File: config.mk
export PLATFORM = sky130hd
export DESIGN_NAME = dcache_miss_queue
export DESIGN_NICKNAME = d
export VERILOG_FILES = /design/src/rtl/dcache_miss_queue.sv
export SDC_FILE = /design/constraint.sdc
export NUM_CORES = 1
export LEC_CHECK = 0
export CAP_MARGIN = 15
export CORE_MARGIN = 4
export CORE_UTILIZATION = 36
export DETAILED_ROUTE_END_ITERATION = 7
export HOLD_SLACK_MARGIN = 0.08
export PLACE_DENSITY_LB_ADDON = 0.2
export SLEW_MARGIN = 20
export SYNTH_ARGS = -nofsm -noshare
export SYNTH_HDL_FRONTEND = slang
export SYNTH_SLANG_ARGS = --single-unit
File: constraint.sdc
create_clock -name clk -period 15.85 [get_ports clk]
set_input_delay 3.17 -clock clk [delete_from_list [all_inputs] [get_ports clk]]
set_output_delay 3.17 -clock clk [all_outputs]
set_load 0.01 [all_outputs]
File: src/rtl/dcache_miss_queue.sv
// Non-blocking dcache miss queue. It tracks outstanding load misses and merges secondary
// misses to a line already in flight. It also arbitrates evictions against load issue
// and returns filled load data, lowest entry first.
module dcache_miss_queue #(
   parameter int ADDR_W  = 15,
   parameter int LINE_W  = 64,
   parameter int DATA_W  = 32,
   parameter int OFF_W   = 3,
   parameter int NUM_ENT = 4
) (
   input  logic                       clk,
   input  logic                       rst,
   input  logic                       miss_vld,
   input  logic [ADDR_W-1:0]          miss_addr,
   input  logic                       miss_nc,
   output logic                       miss_rdy,
   input  logic                       evict_vld,
   input  logic [ADDR_W-1:0]          evict_addr,
   input  logic [LINE_W-1:0]          evict_data,
   output logic                       evict_rdy,
   output logic                       out_vld,
   input  logic                       out_rd,
   input  logic                       lsq_full,
   output logic                       out_rdwr,
   output logic [ADDR_W-1:0]          out_addr,
   output logic [LINE_W-1:0]          out_data,
   output logic                       out_cacheable,
   input  logic                       mem_vld,
   input  logic [ADDR_W-1:0]          mem_addr,
   input  logic [LINE_W-1:0]          mem_data,
   output logic                       mem_read,
   output logic                       resp_vld,
   input  logic                       resp_rd,
   output logic [ADDR_W-1:0]          resp_addr,
   output logic [DATA_W-1:0]          resp_data,
   output logic [$clog2(NUM_ENT):0]   occupancy
);

   localparam int IDX_W = $clog2(NUM_ENT);
   localparam int LA_W  = ADDR_W - OFF_W;

   typedef enum logic [2:0] {ST_IDLE, ST_PEND, ST_ISSUED, ST_WAIT, ST_DONE} entState_e;

   entState_e           entState_q [NUM_ENT];
   entState_e           entState_d [NUM_ENT];
   logic [ADDR_W-1:0]   entAddr_q  [NUM_ENT];
   logic [ADDR_W-1:0]   entAddr_d  [NUM_ENT];
   logic                entNc_q    [NUM_ENT];
   logic                entNc_d    [NUM_ENT];
   logic [DATA_W-1:0]   entData_q  [NUM_ENT];
   logic [DATA_W-1:0]   entData_d  [NUM_ENT];

   logic                anyIdle;
   logic                anyPend;
   logic                anyDone;
   logic                mergeHit;
   logic [IDX_W-1:0]    allocIdx;
   logic [IDX_W-1:0]    pendIdx;
   logic [IDX_W-1:0]    doneIdx;
   logic                allocFire;
   logic                issueFire;
   logic                drainFire;
   logic                allocFillHit;

   function automatic logic [LA_W-1:0] lineOf(input logic [ADDR_W-1:0] a);
      return a[ADDR_W-1:OFF_W];
   endfunction

   // Byte-shift the fill line down to the load offset; bytes beyond the line end come in as zero.
   function automatic logic [DATA_W-1:0] extractWord(input logic [LINE_W-1:0] line,
                                                     input logic [ADDR_W-1:0] a);
      logic [LINE_W-1:0] shifted;
      shifted = line >> {a[OFF_W-1:0], 3'b000};
      return shifted[DATA_W-1:0];
   endfunction

   // Scanning downwards leaves each index at the lowest matching entry.
   always_comb begin
      anyIdle   = 1'b0;
      anyPend   = 1'b0;
      anyDone   = 1'b0;
      mergeHit  = 1'b0;
      allocIdx  = '0;
      pendIdx   = '0;
      doneIdx   = '0;
      occupancy = '0;
      for (int i = NUM_ENT - 1; i >= 0; i--) begin
         if (entState_q[i] == ST_IDLE) begin
            anyIdle  = 1'b1;
            allocIdx = IDX_W'(i);
         end else begin
            occupancy = occupancy + (IDX_W+1)'(1);
         end
         if (entState_q[i] == ST_PEND) begin
            anyPend = 1'b1;
            pendIdx = IDX_W'(i);
         end
         if (entState_q[i] == ST_DONE) begin
            anyDone = 1'b1;
            doneIdx = IDX_W'(i);
         end
         if (!entNc_q[i] &&
             (entState_q[i] == ST_PEND || entState_q[i] == ST_ISSUED || entState_q[i] == ST_WAIT) &&
             lineOf(entAddr_q[i]) == lineOf(miss_addr))
            mergeHit = 1'b1;
      end
   end

   assign miss_rdy     = anyIdle;
   assign mem_read     = 1'b1;
   assign allocFire    = miss_vld & anyIdle;
   assign issueFire    = anyPend & ~evict_vld & ~lsq_full & out_rd;
   assign drainFire    = anyDone & resp_rd;
   assign allocFillHit = ~miss_nc & mem_vld & (lineOf(miss_addr) == lineOf(mem_addr));

   always_comb begin
      out_vld       = (evict_vld | anyPend) & ~lsq_full;
      evict_rdy     = evict_vld & out_rd & ~lsq_full;
      out_rdwr      = 1'b0;
      out_addr      = '0;
      out_data      = '0;
      out_cacheable = 1'b0;
      resp_vld      = anyDone;
      resp_addr     = '0;
      resp_data     = '0;
      if (evict_vld) begin
         out_rdwr      = 1'b1;
         out_addr      = evict_addr;
         out_data      = evict_data;
         out_cacheable = 1'b1;
      end else if (anyPend) begin
         out_cacheable = ~entNc_q[pendIdx];
         out_addr      = entNc_q[pendIdx] ? entAddr_q[pendIdx]
                                          : {lineOf(entAddr_q[pendIdx]), {OFF_W{1'b0}}};
      end
      if (anyDone) begin
         resp_addr = entAddr_q[doneIdx];
         resp_data = entData_q[doneIdx];
      end
   end

   // An IDLE slot is only taken from registered state, so a slot drained this cycle stays free until the next.
   always_comb begin
      for (int i = 0; i < NUM_ENT; i++) begin
         entState_d[i] = entState_q[i];
         entAddr_d[i]  = entAddr_q[i];
         entNc_d[i]    = entNc_q[i];
         entData_d[i]  = entData_q[i];
         case (entState_q[i])
            ST_IDLE: begin
               if (allocFire && allocIdx == IDX_W'(i)) begin
                  entAddr_d[i] = miss_addr;
                  entNc_d[i]   = miss_nc;
                  if (allocFillHit) begin
                     entState_d[i] = ST_DONE;
                     entData_d[i]  = extractWord(mem_data, miss_addr);
                  end else if (!miss_nc && mergeHit) begin
                     entState_d[i] = ST_WAIT;
                  end else begin
                     entState_d[i] = ST_PEND;
                  end
               end
            end
            ST_PEND: begin
               if (issueFire && pendIdx == IDX_W'(i))
                  entState_d[i] = ST_ISSUED;
            end
            ST_ISSUED, ST_WAIT: begin
               if (mem_vld && lineOf(entAddr_q[i]) == lineOf(mem_addr)) begin
                  entState_d[i] = ST_DONE;
                  entData_d[i]  = extractWord(mem_data, entAddr_q[i]);
               end
            end
            ST_DONE: begin
               if (drainFire && doneIdx == IDX_W'(i))
                  entState_d[i] = ST_IDLE;
            end
            default: entState_d[i] = ST_IDLE;
         endcase
      end
   end

   always_ff @(posedge clk or posedge rst) begin
      if (rst) begin
         for (int i = 0; i < NUM_ENT; i++) begin
            entState_q[i] <= ST_IDLE;
            entAddr_q[i]  <= '0;
            entNc_q[i]    <= 1'b0;
            entData_q[i]  <= '0;
         end
      end else begin
         for (int i = 0; i < NUM_ENT; i++) begin
            entState_q[i] <= entState_d[i];
            entAddr_q[i]  <= entAddr_d[i];
            entNc_q[i]    <= entNc_d[i];
            entData_q[i]  <= entData_d[i];
         end
      end
   end

endmodule
==> run_results.csv, run 1 <==
group,metric,value,unit
status,status,"finished, final reports clean",
sta,setup_viol,0,
yosys,syn_area,20300,um2
pwr,netSwitchingPower,1.70,mW
route,firstDrtPassIters,5,
placement,finalWeightedCongestion,0.959,
route,vias,19400,
layout,syn_to_final_growth,20.4,%
pwr,swShare,0.457,
placement,hpwlAfterDp,56.3,mm
cts,clockRootBuffer,"clkbuf_16",
global_route,grt_pass1_wl,126,mm
floorplan,die_w,245,um
pwr,power_frac_seq,0.226,
floorplan,num_rows,86,
worst_setup_path,start_kind,"primary input",
sta,fin_crit_sh,0.551,
yosys,async_flop_share,1.00,
floorplan,die_area,60200,um2
global_route,grt_max_degree,134,
worst_setup_path,slowest_delay,0.73,ns
sta,rsz0062_at_grt,"no",
worst_setup_path,crit_slowest_cell,"a211oi_1",
cts,cts.sink_count,204,
cts,ctsHoldBuffers,0,
sta,maxSlewHeadroom,0.189,
yosys,synth_ff_type,"dfrtp_1",
global_route,overflow,0,
yosys,synth_area_per_cell,9.28,um2
yosys,synth_edf_count,0,
yosys,yosys.area.top_type_share,0.252,
yosys,synthCells,2186,
floorplan,die_y,245,um
yosys,synth.largest_area_cell,"dfrtp_1",
sta,holdWs,0.476,ns
sta,skew,0.0125,ns
layout,fill_cells,5363,
layout,instances_no_fill,3059,
yosys,syn_nets,2373,
layout,finalInstanceArea,24400,um2
floorplan,start_util,0.366,
route,wire_per_inst,28.2,um
cts,clk-insertion-delay-late,0.57,ns
pwr,cell_internal_pwr,2.02,mW
yosys,yosysWarnings,0,
worst_setup_path,critical_path_class,"in -> out",
pwr,powerDensity,153,nW/um2
worst_setup_path,worstPathArrival,5.56,ns
cts,cts_max_path_buffers,3,
layout,fin_nets,2475,
placement,dpl.cell_count,3007,
yosys,netlist-cell-type-count,67,
sta,max_freq,114,MHz
route,first_iter_violations,1985,
cts,cts-resized-gates,0,
cts,htree_levels,1,
yosys,ys_seq_elements,204,
worst_setup_path,path_max_fanout,87,
route,viasPerCell,6.33,
floorplan,coreArea,55400,um2
route,postRouteAntennaNets,0,
placement,placed_area,23500,um2
placement,io_buffers,313,
sta,min_period,8.73,ns
hold_path,hold_path_class,"reg -> reg",
pwr,p_clk_frac,0.176,
global_route,grt_pass1_vias,19000,
sta,slew_viol_final,0,
worst_setup_path,crit_required,12.68,ns
pwr,total_leakage_power,9.67,nW
pwr,p_comb_frac,0.598,
global_route,grtUsageTotal,0.274,
cts,numCtsBuffers,27,
layout,drive_above_1_share,0.125,
route,drc,0,
yosys,synth_area_leaders,"dfrtp_1 25%, mux2i_1 15%, mux4_2 8.9%",
yosys,yosysSeqAreaShare,0.252,
floorplan,io_pins,318,
sta,worst_pin_slew,1.22,ns
worst_setup_path,crit_chain,"buf_2 -> buf_4 -> o21bai_1 -> buf_4 -> a211oi_1 -> a22o_1 -> clkdlybuf4s50_1",
hold_path,min_path_cells,1,
global_route,antenna_found_initial,7,
worst_setup_path,worst_setup_path_end_kind,"output port",
cts,post_cts_buffers,0,
pwr,ir_worst_vdd,0.000124,V
job,cap_viol_max_count,0,
cts,path_clk_slew,0.06,ns
route,wirelength,86.2,mm
worst_setup_path,cpMostUsedCell,"buf_4",
sta,hold_viol_final,0,
sta,setup-tns-final,0,ns
cts,cts_tree,"done",
worst_setup_path,reg2reg_depth,7,
==> metal layers <==
metal  part of all wire  global-route usage
met1               0.41               0.368
met2               0.45               0.434
met3              0.095              0.0528
met4              0.047               0.115
met5            0.00042                   0
==> worst paths after layout <==
kind	startpoint	end	slack (ns)
max	evict_vld	out_addr[0]	7.12
min	entData_q[120]	entData_q[120]	0.48
max reg2reg	entState_q[0]	entAddr_q[4]	12.40
min reg2reg	entData_q[120]	entData_q[120]	0.48
max in group asynchronous	rst	entData_q[6]	11.04
min in group asynchronous	rst	entData_q[49]	3.18
==> synth_stat cells, types with 66 or more instances <==
library cell / instances
a21oi_1: 97
and2_1: 66
buf_2: 85
clkbuf_1: 162
dfrtp_1: 204
mux2_1: 98
mux2_2: 77
mux2i_1: 310
mux4_2: 80
nand2_1: 174
o211ai_1: 74
o21ai_0: 131
xnor2_1: 87
==> flip-flops by register name (all words and copies together) (netlist names) <==
name	flops
entData_q	128
entAddr_q	60
entState_q	12
entNc_q	4
==> final cells by class <==
cell class	count	area (um2)	share of cell area
Multi-Input combinational cell	1676	13900	0.569
Clock buffer	38	767	0.0314
Clock inverter	12	173	0.00707
Antenna cell	2	5.00	0.000205
Sequential cell	204	5130	0.210
Tap cell	748	936	0.0383
Inverter	27	109	0.00446
Timing Repair Buffer	352	3410	0.140
==> through the flow <==
stage / worst slack, ns / total power, mW / utilization
2_1_floorplan: 7.11 / 2.36 / -
3_3_place_gp: 7.09 / 2.98 / 0.423
3_5_place_dp: 7.07 / 3.03 / 0.423
4_1_cts: 7.06 / 3.69 / 0.440
5_1_grt: 6.95 / 3.92 / 0.441
6_report: 7.12 / 3.73 / 0.441
==> logic make-up after synthesis <==
kind of cell | Yosys count | share of synthesized area
compound gates | 566 | 0.186
flops | 204 | 0.252
other cells | 1 | 0.000185
fa+ha+maj | 5 | 0.00308
simple gates | 428 | 0.105
mux | 565 | 0.339
xor+xnor | 111 | 0.0479
buf+inv | 306 | 0.0667
==> layout by cell type (no fill, tap or decap), types with 6 or more instances in the layout <==
cell,netlist,routed
a221oi_1,49,49
nand2_1,174,174
mux4_2,80,80
nor2b_1,28,21
inv_1,26,23
o22ai_1,56,56
buf_4,6,38
a311o_1,8,8
o211ai_1,74,74
and2_1,66,65
a2bb2oi_1,16,16
o21ai_1,6,6
a21oi_1,97,97
mux2_1,98,98
a21o_1,20,20
a211oi_1,52,52
o22a_1,8,8
o21ai_0,131,131
nor3_1,13,13
dfrtp_1,204,195
clkbuf_1,162,6
clkbuf_16,0,27
a31oi_1,11,11
nor2_1,58,57
xor2_1,24,24
or4_1,6,6
nor3b_1,7,7
mux2_2,77,77
nand4_1,15,15
xnor2_1,87,87
nor4_1,6,6
a311oi_1,16,16
nor2b_2,0,6
mux2i_1,310,310
clkdlybuf4s50_1,0,309
nand3_1,13,13
nand2b_1,18,17
==> power groups by stage <==
stage / clock [mW] / combinational [mW] / sequential (mW)
detailed placement: 0 / 2.18 / 0.844
global route: 0.688 / 2.37 / 0.860
CTS: 0.666 / 2.19 / 0.835
floorplan: 0 / 1.61 / 0.750
finish: 0.656 / 2.23 / 0.841
global placement: 0 / 2.15 / 0.835
==> critical path: cells and delay by family <==
kind / cells / cell delay [ns]
AOI/OAI and AO/OA: 3 / 1.22
buffers and inverters: 4 / 1.15
Power figures use the tool's default switching activity.
==> run 2: changes to the inputs <==
==> constraint.sdc (replaced) <==
create_clock -name clk -period 8.2 [get_ports clk]
set_input_delay 1.64 -clock clk [delete_from_list [all_inputs] [get_ports clk]]
set_output_delay 1.64 -clock clk [all_outputs]
set_load 0.01 [all_outputs]
==> run 2 against run 1 <==
Against the previous run: via count up 0.22%; design area rose by 0.27%; first-iteration DRC count grew 3.3%; power rose by 95%; clock-buffer cell count shrank 6; combinational power is 93% higher; global-route usage rose by 0.20 points; non-clock buffer count up 5; flip-flop and latch count unchanged; critical path depth did not move.
==> run_results.csv, run 2 (synthesized netlist as in run 1, its figures left out) <==
group,metric,value,unit
status,status,"finished, final reports clean",
cts,path_clk_slew,0.06,ns
floorplan,coreArea,55400,um2
global_route,overflow,0,
pwr,cell_internal_pwr,3.92,mW
sta,setup-tns-final,0,ns
layout,syn_to_final_growth,20.7,%
layout,largest_reg_flops,128,
worst_setup_path,critical_path_class,"reg -> out",
route,firstDrtPassIters,5,
layout,fin_nets,2480,
worst_setup_path,r2r_end,"entAddr_q[3]",
sta,maxSlewHeadroom,0.206,
cts,cts.sink_count,204,
cts,cts_tree,"done",
route,wl_met3,8.58,mm
cts,cts_max_path_buffers,3,
pwr,p_comb_frac,0.591,
sta,max_freq,173,MHz
cts,ctsHoldBuffers,0,
floorplan,start_util,0.366,
worst_setup_path,slowest_delay,0.70,ns
cts,post_cts_buffers,0,
global_route,grt_pass1_wl,127,mm
cts,numCtsBuffers,27,
global_route,antenna_found_initial,1,
floorplan,die_w,245,um
worst_setup_path,worstPathArrival,4.14,ns
global_route,grt_pass1_vias,19200,
layout,multiInputGateArea,13900,um2
route,wl_met2,38.5,mm
layout,drive_above_1_share,0.127,
global_route,grtUsageTotal,0.276,
placement,pre_cts_ws,2.48,ns
route,first_iter_violations,2051,
sta,worst_slack,2.42,ns
hold_path,hold_path_class,"reg -> reg",
route,met1_length,35.3,mm
worst_setup_path,start_kind,"register",
placement,placed_area,23500,um2
floorplan,die_y,245,um
pwr,swShare,0.461,
pwr,power_frac_seq,0.231,
layout,final_cell_mix,"310 x mux2i_1, 309 x clkdlybuf4s50_1, 195 x dfrtp_1",
worst_setup_path,worst_setup_path_end_kind,"output port",
worst_setup_path,reg2reg_depth,7,
route,top_layer,"met4",
worst_setup_path,crit_required,6.56,ns
worst_setup_path,r2r_setup_slack,4.86,ns
layout,seq_area,5130,um2
pwr,p_clk_frac,0.178,
sta,skew,0.0115,ns
job,cap_viol_max_count,0,
hold_path,min_from,"entData_q[121]",
layout,fill_cells,5395,
hold_path,min_path_cells,1,
placement,finalWeightedCongestion,0.938,
placement,io_buffers,313,
layout,mostFrequentLayoutCell,"mux2i_1",
route,viasPerCell,6.34,
sta,worst_pin_slew,1.19,ns
pwr,powerDensity,297,nW/um2
sta,slew_viol_final,0,
route,vias,19400,
cts,clk-insertion-delay-late,0.58,ns
cts,cts-resized-gates,0,
floorplan,io_pins,318,
route,wire_per_inst,28.2,um
global_route,grt_max_degree,132,
route,drc,0,
sta,hold_viol_final,0,
sta,min_period,5.78,ns
route,wirelength,86.4,mm
worst_setup_path,crit_slowest_cell,"clkdlybuf4s50_1",
worst_setup_path,crit_chain,"nor2_1 -> and2_2 -> nor2_4 -> buf_4 -> a221oi_1 -> a21oi_1 -> clkdlybuf4s50_1",
cts,clockRootBuffer,"clkbuf_16",
pwr,netSwitchingPower,3.35,mW
sta,setup_viol,0,
layout,finalInstanceArea,24500,um2
hold_path,min_to,"entData_q[121]",
route,postRouteAntennaNets,0,
pwr,ir_worst_vdd,0.000242,V
placement,hpwlAfterDp,57.6,mm
layout,top_regs,"entData_q: 128 flops, entAddr_q: 60 flops, entState_q: 12 flops",
pwr,total_leakage_power,9.73,nW
worst_setup_path,path_max_fanout,47,
floorplan,num_rows,86,
sta,rsz0062_at_grt,"no",
worst_setup_path,rr_startpoint,"entState_q[0]",
sta,fin_crit_sh,0.705,
layout,max_flop_register,"entData_q",
cts,htree_levels,1,
floorplan,die_area,60200,um2
## run 2: cell types whose count changed in the layout (fill, tap and decap cells not counted), sizes merged
| cell | before | now |
|---|---|---|
| buf | 43 | 48 |
| diode | 2 | 1 |
| bufinv | 4 | 5 |
| clkinv | 7 | 10 |
| clkinvlp | 2 | 1 |
| clkbuf | 38 | 32 |
| inv | 26 | 29 |
## run 2: area by class of cell
| type | instances | area share |
|---|---|---|
| Sequential cell | 204 | 0.209 |
| Multi-Input combinational cell | 1676 | 0.567 |
| Tap cell | 748 | 0.0382 |
| Timing Repair Buffer | 357 | 0.141 |
| Antenna cell | 1 | 0.000102 |
| Inverter | 27 | 0.00445 |
| Clock inverter | 18 | 0.00966 |
| Clock buffer | 32 | 0.0296 |
## run 2: worst max-delay path, delay by kind of cell (launching register included)
| family | cells | cell delay [ns] |
|---|---|---|
| AND/OR/NAND/NOR | 3 | 0.82 |
| AO/OA/AOI/OAI | 2 | 0.91 |
| flip-flops | 1 | 0.44 |
| buffers and inverters | 2 | 1.37 |
## run 2: worst max path at each step
stage	end	slack, ns	start	cells after the start
2_1_floorplan	entAddr_q[0]	0.99	rst	1
3_3_place_gp	out_addr[1]	2.53	evict_vld	7
3_5_place_dp	out_addr[1]	2.48	evict_vld	7
4_1_cts	resp_data[9]	2.46	entState_q[4]	7
5_1_grt	resp_data[9]	2.23	entState_q[4]	7
6_report	resp_data[9]	2.42	entState_q[4]	7
## run 2: power by group through the flow
stage                     registers, mW  clock network [mW]  logic (mW)
after floorplan                    1.45                   0        3.12
after global placement             1.68                   0        4.13
after detailed placement           1.69                   0        4.20
after CTS                          1.67                1.32        4.21
after global routing               1.73                1.36        4.56
final                              1.68                1.30        4.30
## run 2: through the flow
stage,power (mW),util,instances,hold WS [ns]
floorplan,4.57,-,2186,0.449
global placement,5.80,0.424,3011,0.458
detailed placement,5.89,0.424,3011,0.466
CTS,7.20,0.441,3061,0.478
global route,7.65,0.442,3063,0.495
finish,7.27,0.442,3063,0.473
## run 2: routing by layer
metal  global-route usage  vias up
met1                0.373     9735
li1                     -     8355
met4                0.119        0
met2                0.431     1123
met5                    0        -
met3               0.0564      196
==> run 3: changes to the inputs <==
==> constraint.sdc (replaced) <==
create_clock -name clk -period 5.15 [get_ports clk]
set_input_delay 1.03 -clock clk [delete_from_list [all_inputs] [get_ports clk]]
set_output_delay 1.03 -clock clk [all_outputs]
set_load 0.01 [all_outputs]
==> run 3 against run 2 <==
Against the previous run: utilization is 0.11 points higher; clock-buffer cell count increased by 6; cell count increased by 0.62%; sequential power increased by 71%; flip-flop and latch count unchanged; largest cell class unchanged; combinational power up 52%; die area is the same.
==> run_results.csv, run 3 (synthesized netlist as in run 1, its figures left out) <==
group,metric,value,unit
pwr,power,11.2,mW
pwr,ir_worst_vdd,0.000343,V
layout,drive_above_1_share,0.133,
cts,cts-resized-gates,0,
route,wire_per_inst,27.6,um
sta,min_period,4.85,ns
route,firstDrtPassIters,5,
layout,diodes,0,
layout,final_cell_mix,"310 x mux2i_1, 309 x clkdlybuf4s50_1, 194 x dfrtp_1",
sta,skew,0.0153,ns
cts,numCtsBuffers,27,
placement,pre_cts_ws,0.837,ns
sta,maxSlewHeadroom,0.225,
cts,clockRootBuffer,"clkbuf_16",
layout,fin_nets,2502,
floorplan,die_y,245,um
placement,io_buffers,313,
pwr,powerDensity,458,nW/um2
sta,max_freq,206,MHz
sta,rsz0062_at_grt,"no",
layout,instances_no_fill,3082,
layout,final_core_util,0.443,
cts,cts_tree,"done",
global_route,grtUsageTotal,0.272,
placement,finalWeightedCongestion,0.976,
pwr,p_comb_frac,0.581,
cts,ctsHoldBuffers,0,
floorplan,coreArea,55400,um2
global_route,grt_pass1_vias,19400,
pwr,cell_internal_pwr,6.08,mW
cts,htree_levels,1,
route,wirelength,85.1,mm
layout,top_regs,"entData_q: 128 flops, entAddr_q: 60 flops, entState_q: 12 flops",
pwr,p_clk_frac,0.163,
route,drc,0,
cts,path_clk_slew,0.06,ns
sta,worst_slack,0.297,ns
pwr,netSwitchingPower,5.16,mW
placement,hpwlAfterDp,59.5,mm
layout,largest_reg_flops,128,
cts,clk-insertion-delay-late,0.56,ns
global_route,overflow,0,
global_route,grt_pass1_wl,126,mm
pwr,swShare,0.459,
sta,slew_viol_final,0,
route,viasPerCell,6.32,
floorplan,start_util,0.366,
floorplan,die_area,60200,um2
job,cap_viol_max_count,0,
route,postRouteAntennaNets,0,
sta,fin_crit_sh,0.942,
layout,max_flop_register,"entData_q",
global_route,antenna_found_initial,1,
sta,worst_pin_slew,1.16,ns
floorplan,die_w,245,um
worst_setup_path,worst_setup_path_end_kind,"output port",
pwr,total_leakage_power,9.78,nW
cts,cts_max_path_buffers,3,
floorplan,num_rows,86,
worst_setup_path,crit_required,4.12,ns
layout,mostFrequentLayoutCell,"mux2i_1",
worst_setup_path,worstPathArrival,3.82,ns
route,first_iter_violations,2065,
worst_setup_path,critical_path_class,"reg -> out",
global_route,grt_max_degree,87,
cts,cts.sink_count,204,
hold_path,hold_path_class,"reg -> reg",
cts,post_cts_buffers,0,
worst_setup_path,path_max_fanout,15,
layout,syn_to_final_growth,21.0,%
status,status,"finished, final reports clean",
sta,hold_viol_final,0,
floorplan,io_pins,318,
placement,dpl.cell_count,3034,
sta,setup_viol,0,
route,vias,19500,
pwr,power_frac_seq,0.256,
worst_setup_path,start_kind,"register",
sta,setup-tns-final,0,ns
-- run 3: power by group through the flow --
stage          clock network, mW  logic (mW)  registers (mW)
3_3_place_gp                   0        6.33            2.85
2_1_floorplan                  0        4.97            2.31
6_report                    1.83        6.53            2.88
5_1_grt                     1.93        7.00            2.94
3_5_place_dp                   0        6.42            2.88
4_1_cts                     1.86        6.44            2.85
-- run 3: worst max-delay path: stages, from the launching register on --
cell	delay, ns
dfrtp_1	0.50
nor3b_1	0.58
nor2_1	0.18
nand2_1	0.64
o22ai_1	0.19
a211oi_1	0.51
a21o_1	0.14
clkdlybuf4s50_1	0.53
-- run 3: routing by layer --
layer	part of all wire	track usage
met1	0.40	0.359
met3	0.098	0.0526
met4	0.046	0.113
met2	0.45	0.440
met5	0	0
-- run 3: metrics by stage --
step	area, um2	hold slack, ns
2_1_floorplan	20300	0.449
3_3_place_gp	23700	0.459
3_5_place_dp	23700	0.466
4_1_cts	24500	0.479
5_1_grt	24500	0.489
6_report	24500	0.476
-- run 3: final cells by class --
cell class / count / area, um2
clock buffers: 38 / 767
multi-input cells: 1676 / 13900
inverters: 27 / 105
well taps: 748 / 936
clock inverters: 10 / 85.1
flip-flops and latches: 204 / 5130
repair buffers: 379 / 3650
fillers: 5305 / 30900
-- run 3: final timing paths --
kind                                start              to  depth (start not counted)  slack [ns]
max reg2reg                 entState_q[0]   entData_q[23]                          8        1.91
min reg2reg                entData_q[121]  entData_q[121]                          1        0.48
min in group asynchronous             rst   entData_q[38]                          2        1.07
max in group asynchronous             rst   entAddr_q[45]                          3        3.12
min                        entData_q[121]  entData_q[121]                          1        0.48
max                        entState_q[10]    out_addr[10]                          7        0.30
